### src/rtl/bram_capture_pkg.sv
// Shared types and default geometry for the BRAM capture block.
package bram_capture_pkg;

    localparam int DATA_W_DEF = 4;
    localparam int DEPTH_DEF  = 32;
    localparam int ADDR_W_DEF = 5;

    typedef enum logic [1:0] {
        IDLE    = 2'd0,
        CAPTURE = 2'd1,
        DONE    = 2'd2
    } state_e;

endpackage

### src/rtl/capture_ram.sv
// Simple dual-port RAM: synchronous write, registered read, no reset on the
// array or the read register so it maps onto a block RAM.
module capture_ram #(
    parameter int WIDTH  = 5,
    parameter int DEPTH  = 32,
    parameter int ADDR_W = 5
) (
    input  logic              clk,
    input  logic              wr_en,
    input  logic [ADDR_W-1:0] wr_addr,
    input  logic [WIDTH-1:0]  wr_data,
    input  logic              rd_en,
    input  logic [ADDR_W-1:0] rd_addr,
    output logic [WIDTH-1:0]  rd_data
);

    logic [WIDTH-1:0] mem [DEPTH];
    logic [WIDTH-1:0] rd_data_q;

    // Write port: one entry per enabled cycle.
    always_ff @(posedge clk) begin
        if (wr_en) mem[wr_addr] <= wr_data;
    end

    // Read port: one-cycle latency, holds last value when not enabled.
    always_ff @(posedge clk) begin
        if (rd_en) rd_data_q <= mem[rd_addr];
    end

    assign rd_data = rd_data_q;

endmodule

### src/rtl/bram_capture.sv
// Captures a {over, data} sample stream into a BRAM while armed, tracks the
// first over-flagged entry, and serves the record through a registered read
// port once capture has finished.
module bram_capture
    import bram_capture_pkg::*;
#(
    parameter int DATA_W = DATA_W_DEF,
    parameter int DEPTH  = DEPTH_DEF,
    parameter int ADDR_W = ADDR_W_DEF
) (
    input  logic              clk,
    input  logic              rst_n,
    input  logic              start,
    input  logic              stop,
    input  logic              in_valid,
    input  logic [DATA_W-1:0] in_data,
    input  logic              in_over,
    input  logic              rd_req,
    input  logic [ADDR_W-1:0] rd_addr,
    output logic [DATA_W-1:0] rd_data,
    output logic              rd_over,
    output logic              rd_valid,
    output logic              rd_oob,
    output logic              busy,
    output logic              done,
    output logic [ADDR_W:0]   count,
    output logic              over_seen,
    output logic [ADDR_W-1:0] first_over
);

    localparam logic [ADDR_W:0] LAST_IDX = (ADDR_W+1)'(DEPTH - 1);
    localparam logic [ADDR_W:0] ONE      = (ADDR_W+1)'(1);

    state_e              state_q, state_d;
    logic [ADDR_W:0]     count_q, count_d;
    logic                over_seen_q, over_seen_d;
    logic [ADDR_W-1:0]   first_over_q, first_over_d;
    logic                busy_q, busy_d;
    logic                done_q, done_d;
    logic                rd_valid_q, rd_valid_d;
    logic                rd_oob_q, rd_oob_d;

    logic                wr_en;
    logic [ADDR_W-1:0]   wr_ptr;
    logic [DATA_W:0]     ram_rd;

    // Entries are written densely from 0, so the write pointer is simply the
    // low bits of the entry count; it never wraps because capture stops at DEPTH.
    assign wr_ptr = count_q[ADDR_W-1:0];

    // Next-state logic: start overrides everything, then per-state behaviour.
    always_comb begin
        state_d      = state_q;
        count_d      = count_q;
        over_seen_d  = over_seen_q;
        first_over_d = first_over_q;
        rd_valid_d   = 1'b0;
        rd_oob_d     = 1'b0;
        wr_en        = 1'b0;

        if (start) begin
            // Re-arm: the sample presented alongside start is dropped.
            state_d      = CAPTURE;
            count_d      = '0;
            over_seen_d  = 1'b0;
            first_over_d = '0;
        end else begin
            case (state_q)
                CAPTURE: begin
                    if (in_valid) begin
                        wr_en   = 1'b1;
                        count_d = count_q + ONE;
                        if (in_over && !over_seen_q) begin
                            over_seen_d  = 1'b1;
                            first_over_d = wr_ptr;
                        end
                        if (count_q == LAST_IDX) state_d = DONE;
                    end
                    // A sample arriving with stop is still kept.
                    if (stop) state_d = DONE;
                end
                DONE: begin
                    if (rd_req) begin
                        rd_valid_d = 1'b1;
                        rd_oob_d   = ({1'b0, rd_addr} >= count_q);
                    end
                end
                default: ;
            endcase
        end

        busy_d = (state_d == CAPTURE);
        done_d = (state_d == DONE);
    end

    // FSM, counters, flags and registered status outputs.
    always_ff @(posedge clk or negedge rst_n) begin
        if (!rst_n) begin
            state_q      <= IDLE;
            count_q      <= '0;
            over_seen_q  <= 1'b0;
            first_over_q <= '0;
            busy_q       <= 1'b0;
            done_q       <= 1'b0;
            rd_valid_q   <= 1'b0;
            rd_oob_q     <= 1'b0;
        end else begin
            state_q      <= state_d;
            count_q      <= count_d;
            over_seen_q  <= over_seen_d;
            first_over_q <= first_over_d;
            busy_q       <= busy_d;
            done_q       <= done_d;
            rd_valid_q   <= rd_valid_d;
            rd_oob_q     <= rd_oob_d;
        end
    end

    capture_ram #(
        .WIDTH  (DATA_W + 1),
        .DEPTH  (DEPTH),
        .ADDR_W (ADDR_W)
    ) u_ram (
        .clk     (clk),
        .wr_en   (wr_en),
        .wr_addr (wr_ptr),
        .wr_data ({in_over, in_data}),
        .rd_en   (rd_valid_d),
        .rd_addr (rd_addr),
        .rd_data (ram_rd)
    );

    // The RAM read register is unreset and unmasked; gate it so read outputs
    // are zero outside a valid in-range response (including after reset).
    assign rd_data    = (rd_valid_q && !rd_oob_q) ? ram_rd[DATA_W-1:0] : '0;
    assign rd_over    = (rd_valid_q && !rd_oob_q) ? ram_rd[DATA_W]     : 1'b0;
    assign rd_valid   = rd_valid_q;
    assign rd_oob     = rd_oob_q;
    assign busy       = busy_q;
    assign done       = done_q;
    assign count      = count_q;
    assign over_seen  = over_seen_q;
    assign first_over = first_over_q;

endmodule

### config.mk
export PLATFORM = sky130hd
export DESIGN_NAME = bram_capture
export DESIGN_NICKNAME = d
export VERILOG_FILES = /design/src/rtl/bram_capture_pkg.sv /design/src/rtl/capture_ram.sv /design/src/rtl/bram_capture.sv
export SDC_FILE = /design/constraint.sdc
export NUM_CORES = 1
export LEC_CHECK = 0
export BUFFER_PORTS_ARGS = -buffer_cell sky130_fd_sc_hd__buf_2
export CORE_MARGIN = 3
export CORE_UTILIZATION = 50
export DETAILED_ROUTE_END_ITERATION = 10
export GPL_TIMING_DRIVEN = 0
export PLACE_DENSITY = 0.67
export SYNTH_ARGS = -nofsm -noshare
export SYNTH_HDL_FRONTEND = slang
export SYNTH_SLANG_ARGS = --single-unit
### constraint.sdc
create_clock -name clk -period 2.3 [get_ports clk]
set_input_delay 0.69 -clock clk [delete_from_list [all_inputs] [get_ports clk]]
set_output_delay 0.69 -clock clk [all_outputs]
set_load 0.1 [all_outputs]
Word-level counts from Yosys, hierarchy flattened
Memories as Yosys holds them, arrays and structs flattened. A register that Yosys moved wholly into a read port is not among the register bits. Cells that the tools add are included.

RAM bits: 160. Output and inout port bits: 21. Register bits after elaboration: 18. Logic and storage cells: 54. Input bits: 16. Memories kept: 1.

Order comparisons: 1. Reduce and logical (&&, ||, !) cells: 9. Add/sub/neg operators: 1. Mux-type cells: 29. Eq/ne operators: 5.

Memory list: u_ram.mem (depth 32, width 5, read ports 1, clocked after Yosys merged registers in 1, wr ports 1, RTL line capture_ram.sv:17) `logic [WIDTH-1:0] mem [DEPTH];`.

Operator list (number): $mux W5 (4); $mux W6 (3); $mux W1 (16); $mux W2 (5); $add A6 B1 Y6 const B (1); $eq A6 B5 Y1 const B (1); $ge A5 B6 Y1 (1); $reduce_bool A2 Y1 (3); $eq A2 B1 Y1 const B (2); $eq A2 B2 Y1 const B (2); $mux W4 (1); $reduce_and A3 Y1 (1); $logic_and A1 B1 Y1 (2); $logic_not A1 Y1 (2); $reduce_and A2 Y1 (1).

Depth between registers and ports, before layout
Gate-level depths: netlist of the first run.

Word-level depth: 7. Gate-level depth with buffers: 7. Mapped depth without buffers: 7.

Cells and area by module
Synthesis of the first run repeated with hierarchy kept, for this count alone.

Cell total of the unflattened synthesis: 379. Area total of the unflattened synthesis: 7440.9 sq um.

By module, submodules not included: capture_ram (area each 6394.9 sq um, cells an instance 277, seq. area each 4954.8 sq um, times used 1); bram_capture (area each 1046.0 sq um, cells an instance 102, seq. area each 450.4 sq um, times used 1).

Least setup slack after synthesis of the first run
OpenSTA, ideal clock, no wires.

Path type: reg-to-output. From: register rd_valid_q (netlist: rd_valid). To: output rd_data[0]. Cell stages (with the launch flop): 3. Buffers on the path: 0. Arrival time: 1.967 ns. Data required time: 1.610 ns. Slack: -0.357 ns. Cells stage by stage: dfrtp_1 > nor2b_1 > and2_1.

Longest elaborated chain between the ends: 2.

RTL lines: start, declared (RTL line bram_capture.sv:40) `logic rd_valid_q, rd_valid_d;`; start signal, assigned (RTL line bram_capture.sv:114) `rd_valid_q <= rd_valid_d;`; $logic_and A1 B1 Y1 (RTL line bram_capture.sv:135) `assign rd_data = (rd_valid_q && !rd_oob_q) ? ram_rd[DATA_W-1:0] : '0;`; $mux W4 (RTL line bram_capture.sv:135); end, declared (RTL line bram_capture.sv:20) `output logic [DATA_W-1:0] rd_data,`.

No other way between the ends.

Worst setup path in the final report of the first run
From: register state_q[1]. To: memory u_ram.mem[19][1], enable pin.

Longest elaborated chain between the ends: 5.

RTL lines: start, declared (RTL line bram_capture.sv:34) `state_e state_q, state_d;`; start signal, assigned (RTL line bram_capture.sv:108) `state_q <= state_d;`; $eq A2 B1 Y1 (RTL line bram_capture.sv:68) `case (state_q)`; $mux W1 (RTL line bram_capture.sv:68); $mux W1 (RTL line bram_capture.sv:61) `if (start) begin`; $mux W1 (RTL line capture_ram.sv:22) `if (wr_en) mem[wr_addr] <= wr_data;`; $mux W1 (implied by the code) (RTL line capture_ram.sv:22); end, declared (RTL line capture_ram.sv:17).

No other way between the ends.

==> out/metrics.yaml, run 1 <==
power:
  p_per_area_nw_per_um2: 810
  clkPwrFrac_pct: 40.5
  p_seq_share_pct: 53.3
  ir_drop_mv: 0.626
  internal_power_uw: 5380
  leakage_uw: 0.00303
  p_sw_uw: 1490
  swShare_pct: 21.7
  power_frac_comb_pct: 6.2
cells_and_area:
  antenna_cells: 0
  drive_gt1_share_pct: 21.1
  nNetsFinal: 525
  final_util_pct: 58.1
  finalNonFillerCells: 697
  area_growth_pct: 13.7
drt:
  vias_per_cell: 5.71
  drt-total-wl_um: 14900
  wl_per_cell_um: 21.4
  drt_iter0_drc: 374
  routed-via-count: 3980
  ant_nets: 0
  drc: 0
  drt_first_pass_iters: 5
timing:
  finalMaxSlewViolations: 0
  fin_crit_sh_pct: 97.7
  skew_ps: 11.4
  max_freq_mhz: 445
  hold_slack_ps: 192
  rsz0062_at_grt: "yes"
  tightestPinTransition_ps: 661
  maxSlewHeadroom_pct: 55.8
  setup_viol: 0
  hold_violations: 0
  post-route-min-period_ps: 2250
clocking:
  cts_sinks: 183
  cts_tree: "done"
  clkTransAtPathRegs_ps: 60
  htree_levels: 4
  clockRootBuffer: "clkbuf_16"
  numCtsBuffers: 17
  hold_buffers: 0
  post-cts-setup-buffers: 0
  clk_latency_ps: 430
  cts_buffer_depth: 2
logic_synthesis:
  synth-edff-count: 165
  post_synth_num_cell_types: 38
  ys_seq_elements: 183
  syn_nets: 471
  syn_area_per_cell_sq_um: 16.7
  yosysSeqAreaShare_pct: 72.5
  syn_area_sq_um: 7460
  synth-main-ff-cell: "edfxtp_1"
  ys_warn_count: 0
  syn_inst: 446
  synthArstFlopShare_pct: 9.84
floorplanning:
  ios: 37
  rows: 44
  core_area_sq_um: 14600
  die_y_um: 128
  die_area_sq_um: 16400
  die_w_um: 128
  start_util_pct: 51.1
status:
  outcome: "finished, final reports clean"
place:
  dp_hpwl_um: 10000
  io_buffers: 35
  dp.cells: 665
  routabilityCongestion: 0.896
critical_path:
  cp.arrival_ps: 2310
  path_max_fanout: 9
  path_class: "flop to flop"
  worst_setup_path_start_kind: "flop"
  cp.required_ps: 2370
  end_kind: "flop"
global_route:
  grt_pass1_wl_um: 23100
  grt.total_usage_pct: 19.4
  antenna_found_initial: 1
  grt_pass1_vias: 3932
  grt_max_degree: 35
  overflow: 0
min_path:
  hold_class: "input port to asynchronous set/reset pin"
run:
  cap_viol_max_count: 0
-- state kept, by name (all words and copies together) (netlist names) --
register and cells:
busy 1, count 6, done 1, first_over 5, over_seen 1, rd_oob 1, rd_valid 1, state_q 2
u_ram.mem 160, u_ram.rd_data 5
-- area by class of cell --
type	count	area (sq um)
clock buffers	20	437
multi-input cells	240	1970
plain buffers	17	101
repair buffers	35	188
flip-flops and latches	183	5410
inverters	6	22.5
clock inverters	12	125
well taps	184	230
fillers	1134	6110
-- stage by stage --
step | worst slack (ps) | total power (uW) | area, sq um | setup TNS (ps)
5_1_grt | -88.8 | 7090 | 8480 | -4700
3_3_place_gp | -377 | 4150 | 7870 | -27010
6_report | 53.4 | 6870 | 8480 | 0
2_1_floorplan | 76.0 | 4010 | 7470 | 0
3_5_place_dp | -385 | 4160 | 7870 | -27550
4_1_cts | 36.1 | 6910 | 8450 | 0
-- cells by family (layout without fill, tap and decap cells) --
logic type	count (synthesis)	in the layout	share of synthesized area [%]
flip-flops	183	183	72.5
AND/OR/NAND/NOR	118	118	7.18
multiplexers	65	65	12.6
AO/OA/AOI/OAI	43	43	4.08
buffers and inverters	23	90	1.63
adder cells (fa/ha/maj)	9	9	1.51
XOR/XNOR	5	5	0.587
-- path summary, 6_finish.rpt --
kind	end	from	cells past startpoint	slack, ps
max reg2reg	u_ram.mem[19][1]$_DFFE_PP_	state_q[1]$_DFF_PN0_	5	50
min reg2reg	first_over[0]$_DFFE_PN0P_	first_over[0]$_DFFE_PN0P_	1	480
min	first_over[0]$_DFFE_PN0P_	rst_n	1	190
min in group clk	first_over[0]$_DFFE_PN0P_	first_over[0]$_DFFE_PN0P_	1	480
max in group asynchronous	rd_valid$_DFF_PN0_	rst_n	1	1790
max	u_ram.mem[19][1]$_DFFE_PP_	state_q[1]$_DFF_PN0_	5	50
-- synth_stat cells (2+ instances only) --
master / n / area share (%)
nand3_1: 19 / 1.3
nor2_1: 51 / 2.6
ha_1: 9 / 1.5
mux2_1: 5 / 0.75
a22oi_1: 10 / 1.0
nor2b_1: 7 / 0.59
and2_1: 5 / 0.42
dfrtp_1: 18 / 6.0
nor3_1: 2 / 0.13
mux2i_1: 40 / 5.4
and3b_1: 3 / 0.35
inv_1: 3 / 0.15
a21oi_1: 16 / 1.1
nand2_1: 23 / 1.2
clkbuf_1: 5 / 0.25
xnor2_1: 5 / 0.59
a22o_1: 5 / 0.59
mux4_2: 12 / 3.6
buf_2: 9 / 0.60
a21o_1: 2 / 0.20
nand2b_1: 2 / 0.17
edfxtp_1: 165 / 66
o21ai_1: 2 / 0.13
nand4_1: 2 / 0.17
inv_2: 3 / 0.15
a221oi_1: 4 / 0.47
mux4_1: 8 / 2.8
-- worst max-delay path: stages (launching register included) --
cell,delay (ps)
dfrtp_1,410
and3b_1,220
buf_2,200
nor2b_1,270
nand2_1,280
nor2_1,510
-- cell usage in the layout (no fill, tap or decap), types with 3 or more instances in the layout --
cell type  count
mux4_1         8
xnor2_1        5
clkbuf_1       8
edfxtp_1     165
ha_1           9
nor2_2         8
nand2_1       23
clkbuf_16     17
nand3_1       19
a21oi_1       16
and3b_1        3
buf_4          5
dfrtp_1       17
buf_2         38
mux4_2        12
nor2b_1        6
nor2_1        43
a22o_1         5
inv_1          3
and2_2         5
inv_6          3
a221oi_1       3
mux2i_1       40
clkinv_2       4
inv_2          3
mux2_1         5
a22oi_1       10
-- metal layers --
metal	up-vias	routed length (um)	GRT usage, %
li1	1837	-	-
met1	2030	6540	26.4
met2	95	7480	31.3
met3	16	719	4.46
met4	2	174	6.18
met5	-	8	0
-- power by group through the flow --
stage	sequential, uW	combinational [uW]	clock (uW)
after floorplan	3800	208	0
after global placement	3730	416	0
after detailed placement	3730	425	0
after CTS	3660	427	2830
after global routing	3660	458	2970
final	3660	426	2780
-- repair_timing --
action,in CTS,in global routing
setup endpoints to repair,5,107
cloned,0,0
resized for setup,6,10
(Power assumes the default switching activity.)
==> run 2: changes to the inputs <==
--- a/config.mk
+++ b/config.mk
@@ -9,8 +9,7 @@
 export CORE_MARGIN = 3
 export CORE_UTILIZATION = 50
 export DETAILED_ROUTE_END_ITERATION = 10
-export GPL_TIMING_DRIVEN = 0
-export PLACE_DENSITY = 0.67
+export PLACE_DENSITY = 0.79
 export SYNTH_ARGS = -nofsm -noshare
 export SYNTH_HDL_FRONTEND = slang
 export SYNTH_SLANG_ARGS = --single-unit
==> run 2 against run 1 <==
  * Count of clock-buffer cells in the layout shrank 3
  * Routed wire length grew 6.7%
  * Largest cell class unchanged
  * Die area is the same
  * Via count grew 7.0%
  * Sequential share of layout area shrank 3.2 points
  * Non-clock buffer count grew 32
  * Combinational power grew 3%
  * Clock power grew 17%
  * Highest routed layer is now met4
  * Utilization grew 3.1 points
  * Clock skew shrank 3.8 ps
==> out/metrics.yaml, run 2 (synthesized netlist as in run 1, its figures left out) <==
floorplanning:
  die_y_um: 128
  rows: 44
  start_util_pct: 51.1
  core_area_sq_um: 14600
  ios: 37
  die_area_sq_um: 16400
  die_w_um: 128
drt:
  wl_per_cell_um: 21.8
  routed-via-count: 4258
  drc: 0
  wl_met1_um: 6690
  drt_first_pass_iters: 6
  wl_met2_um: 7770
  drt-total-wl_um: 15900
  drt_iter0_drc: 434
  ant_nets: 0
  vias_per_cell: 5.84
  wl_met3_um: 1080
  top_layer: "met4"
critical_path:
  path_max_fanout: 11
  crit_slowest_cell: "dfrtp_1"
  critPathMaxStageDelay_ps: 560
  cp.required_ps: 1610
  end_kind: "primary output"
  worst_setup_path_start_kind: "flop"
  cp_cell_sequence: "buf_2"
  cp.arrival_ps: 1490
  path_class: "flop to primary output"
  cp_top_family: "flip-flops"
  path_buf_inv: 1
cells_and_area:
  final_cell_mix: "edfxtp_1 (165), nor2_1 (51), buf_4 (45), mux2i_1 (40), buf_2 (31)"
  antenna_cells: 0
  nNetsFinal: 557
  drive_gt1_share_pct: 25.7
  finalNonFillerCells: 729
  largest_register: "u_ram.mem"
  largest_register_ffs: 160
  area_growth_pct: 19.7
  final_common_cell: "edfxtp_1"
timing:
  tightestPinTransition_ps: 642
  rsz0062_at_grt: "no"
  hold_violations: 0
  maxSlewHeadroom_pct: 57.2
  skew_ps: 7.58
  finalMaxSlewViolations: 0
  max_freq_mhz: 458
  fin_crit_sh_pct: 94.9
  setup_viol: 0
  post-route-min-period_ps: 2180
clocking:
  cts_tree: "done"
  clkTransAtPathRegs_ps: 70
  clockRootBuffer: "clkbuf_16"
  cts_buffer_depth: 2
  cts_sinks: 183
  cts_resized: 0
  post-cts-setup-buffers: 0
  clk_latency_ps: 430
  htree_levels: 4
  hold_buffers: 0
  numCtsBuffers: 17
place:
  dp_hpwl_um: 10500
  dp.cells: 697
  routabilityCongestion: 0.898
  io_buffers: 36
run:
  cap_viol_max_count: 0
power:
  ir_drop_mv: 0.702
  leakage_uw: 0.00331
  design_power_total_uw: 7360
  p_per_area_nw_per_um2: 824
min_path:
  hold_class: "input port to asynchronous set/reset pin"
global_route:
  grt_max_degree: 41
  grt_pass1_vias: 4303
  grt_pass1_wl_um: 25200
  antenna_found_initial: 0
  grt.total_usage_pct: 21.1
  overflow: 0
status:
  outcome: "finished, final reports clean"
run 2: per-stage QoR:
| stage | setup TNS [ps] | area (sq um) | util, % | setup WS [ps] | hold slack, ps |
|---|---|---|---|---|---|
| floorplan | 0 | 7470 | - | 76.0 | 394 |
| global route | 0 | 8930 | 61.2 | 49.7 | 197 |
| detailed placement | -520 | 8250 | 56.6 | -140 | 478 |
| CTS | 0 | 8930 | 61.2 | 18.8 | 176 |
| finish | 0 | 8930 | 61.2 | 116 | 182 |
| global placement | -107 | 8250 | 56.6 | -30.6 | 462 |
run 2: final timing paths:
path | from | end | slack (ps) | depth (start not counted)
setup / recovery | count[2]$_DFFE_PN0P_ | count[2] | 120 | 1
hold / removal | rst_n | count[3]$_DFFE_PN0P_ | 180 | 1
max in group asynchronous | rst_n | rd_valid$_DFF_PN0_ | 1810 | 1
min in group clk | first_over[0]$_DFFE_PN0P_ | first_over[0]$_DFFE_PN0P_ | 490 | 1
setup reg to reg | state_q[1]$_DFF_PN0_ | u_ram.mem[24][1]$_DFFE_PP_ | 390 | 5
hold reg to reg | first_over[0]$_DFFE_PN0P_ | first_over[0]$_DFFE_PN0P_ | 490 | 1
run 2: final cells by class:
class                   count  area (sq um)
clock buffers              17           425
inverters                   6          22.5
clock inverters            15           249
flip-flops and latches    183          5410
well taps                 184           230
multi-input cells         240          1940
fillers                   992          5660
repair buffers             84           653
run 2: where the power goes:
group / switching, uW / internal [uW]
logic: 292 / 146
registers: 16.0 / 3650
clock network: 1210 / 2050
total: 1520 / 5840
run 2: routing by layer:
metal / vias up / global-route usage (%)
met3: 27 / 5.04
li1: 1903 / -
met2: 189 / 32.4
met1: 2139 / 29.2
met5: - / 0
met4: 0 / 8.80
==> run 3: changes to the inputs <==
--- a/config.mk
+++ b/config.mk
@@ -9,6 +9,7 @@
 export CORE_MARGIN = 3
 export CORE_UTILIZATION = 50
 export DETAILED_ROUTE_END_ITERATION = 10
+export GPL_TIMING_DRIVEN = 0
 export PLACE_DENSITY = 0.79
 export SYNTH_ARGS = -nofsm -noshare
 export SYNTH_HDL_FRONTEND = slang
==> run 3 against run 2 <==
  * Cell count shrank 4.7%
  * Critical endpoint is now u_ram.mem[4][0]$_DFFE_PP_
  * Sequential power about the same
  * Sequential cell count unchanged
  * Hold slack better by 4.4 ps
  * Largest power group unchanged
  * Global-route usage is 1.9 points lower
  * Largest cell class unchanged
  * Critical path type is now flop to flop
==> out/metrics.yaml, run 3 (synthesized netlist as in run 1, its figures left out) <==
critical_path:
  r2r_slack_ps: 30
  r2r_end: "u_ram.mem[4][0]$_DFFE_PP_"
  reg2reg_depth: 5
  worst_setup_path_start_kind: "flop"
  end_kind: "flop"
  endpoint: "u_ram.mem[4][0]$_DFFE_PP_"
  startpoint: "state_q[1]$_DFF_PN0_"
  cp.required_ps: 2380
  r2r_start: "state_q[1]$_DFF_PN0_"
  path_class: "flop to flop"
  cp.arrival_ps: 2350
  path_max_fanout: 9
floorplanning:
  ios: 37
  core_area_sq_um: 14600
  die_w_um: 128
  die_y_um: 128
  rows: 44
  start_util_pct: 51.1
  die_area_sq_um: 16400
cells_and_area:
  final_cell_mix: "edfxtp_1 (165), mux2i_1 (40), buf_2 (37), nor2_1 (36), nand2_1 (23)"
  nNetsFinal: 525
  largest_register_ffs: 160
  drive_gt1_share_pct: 22.3
  final_common_cell: "edfxtp_1"
  regArea_sq_um: 5410
  antenna_cells: 0
  largest_register: "u_ram.mem"
  finalNonFillerCells: 695
  nFillCells: 1050
  multi_input_area_sq_um: 1990
  area_growth_pct: 14.1
place:
  dp.cells: 665
  routabilityCongestion: 0.864
  io_buffers: 35
  place_ws_ps: -473
  dp_hpwl_um: 10100
global_route:
  grt_pass1_vias: 4121
  grt.total_usage_pct: 19.2
  overflow: 0
  antenna_found_initial: 0
  grt_pass1_wl_um: 23300
  grt_max_degree: 35
drt:
  ant_nets: 0
  drt_first_pass_iters: 7
  drt-total-wl_um: 14900
  drt_iter0_drc: 344
  drc: 0
  vias_per_cell: 5.83
  routed-via-count: 4053
  wl_per_cell_um: 21.4
power:
  ir_drop_mv: 0.676
  leakage_uw: 0.00304
  p_sw_uw: 1470
  p_per_area_nw_per_um2: 814
  p_seq_share_pct: 52.8
  swShare_pct: 21.2
  design_power_total_uw: 6930
  power_frac_comb_pct: 6.2
  internal_power_uw: 5460
  clkPwrFrac_pct: 40.9
timing:
  max_freq_mhz: 440
  tightestPinTransition_ps: 740
  rsz0062_at_grt: "yes"
  hold_slack_ps: 187
  setup_ws_ps: 25.5
  post-route-min-period_ps: 2270
  maxSlewHeadroom_pct: 50.3
  fin_crit_sh_pct: 98.9
  hold_violations: 0
  setup_viol: 0
  skew_ps: 6.68
  finalMaxSlewViolations: 0
run:
  cap_viol_max_count: 0
status:
  outcome: "finished, final reports clean"
clocking:
  cts_sinks: 183
  clockRootBuffer: "clkbuf_16"
  cts_tree: "done"
  hold_buffers: 0
  htree_levels: 4
  clk_latency_ps: 430
  post-cts-setup-buffers: 0
  cts_buffer_depth: 2
  clkTransAtPathRegs_ps: 60
  numCtsBuffers: 17
min_path:
  hold_class: "input port to asynchronous set/reset pin"
==> run 3: how the worst min path moves through the flow <==
stage | startpoint | endpoint | slack, ps | depth (start not counted)
after floorplan | rst_n | busy$_DFF_PN0_ | 390 | 0
after global placement | first_over[3]$_DFFE_PN0P_ | first_over[3]$_DFFE_PN0P_ | 470 | 1
after detailed placement | first_over[1]$_DFFE_PN0P_ | first_over[1]$_DFFE_PN0P_ | 470 | 1
after CTS | rst_n | first_over[2]$_DFFE_PN0P_ | 180 | 1
after global routing | rst_n | first_over[4]$_DFFE_PN0P_ | 200 | 1
final | rst_n | first_over[2]$_DFFE_PN0P_ | 190 | 1
==> run 3: cell type report <==
cell class / count / share of cell area, %
plain buffers: 17 / 1.22
repair buffers: 35 / 2.21
flip-flops and latches: 183 / 63.5
clock inverters: 11 / 1.57
inverters: 6 / 0.265
multi-input cells: 240 / 23.4
well taps: 184 / 2.71
clock buffers: 19 / 5.09
==> run 3: per-stage QoR <==
step / util, % / cell area [sq um] / setup TNS (ps)
CTS: 58.0 / 8460 / 0
global placement: 54.0 / 7870 / -25090
detailed placement: 54.0 / 7870 / -25190
finish: 58.3 / 8510 / 0
floorplan: - / 7470 / 0
global route: 58.3 / 8510 / -11230
==> run 3: layer usage <==
layer,track usage [%],share of wire [%],vias up
met5,0,0,-
met1,25.5,42,2052
li1,-,-,1836
met4,6.80,1.3,0
met3,4.71,6.5,15
met2,31.1,50,150
==> run 3: what timing repair did <==
action	in CTS	in global routing
gates resized for setup	7	18
setup endpoints to repair	6	152
cloned	0	0
==> run 3: power groups by stage <==
| stage | clock (uW) | sequential [uW] | combinational, uW |
|---|---|---|---|
| after floorplan | 0 | 3800 | 208 |
| after global placement | 0 | 3730 | 412 |
| after detailed placement | 0 | 3730 | 424 |
| after CTS | 2870 | 3660 | 427 |
| after global routing | 3020 | 3660 | 460 |
| final | 2840 | 3660 | 430 |
==> run 3: worst max-delay path, cell delays in order, from the launching register on <==
cell and delay [ps]:
dfrtp_1 420, and3b_1 230, buf_2 200, nor2b_1 260, nand2_1 340, nor2_1 470
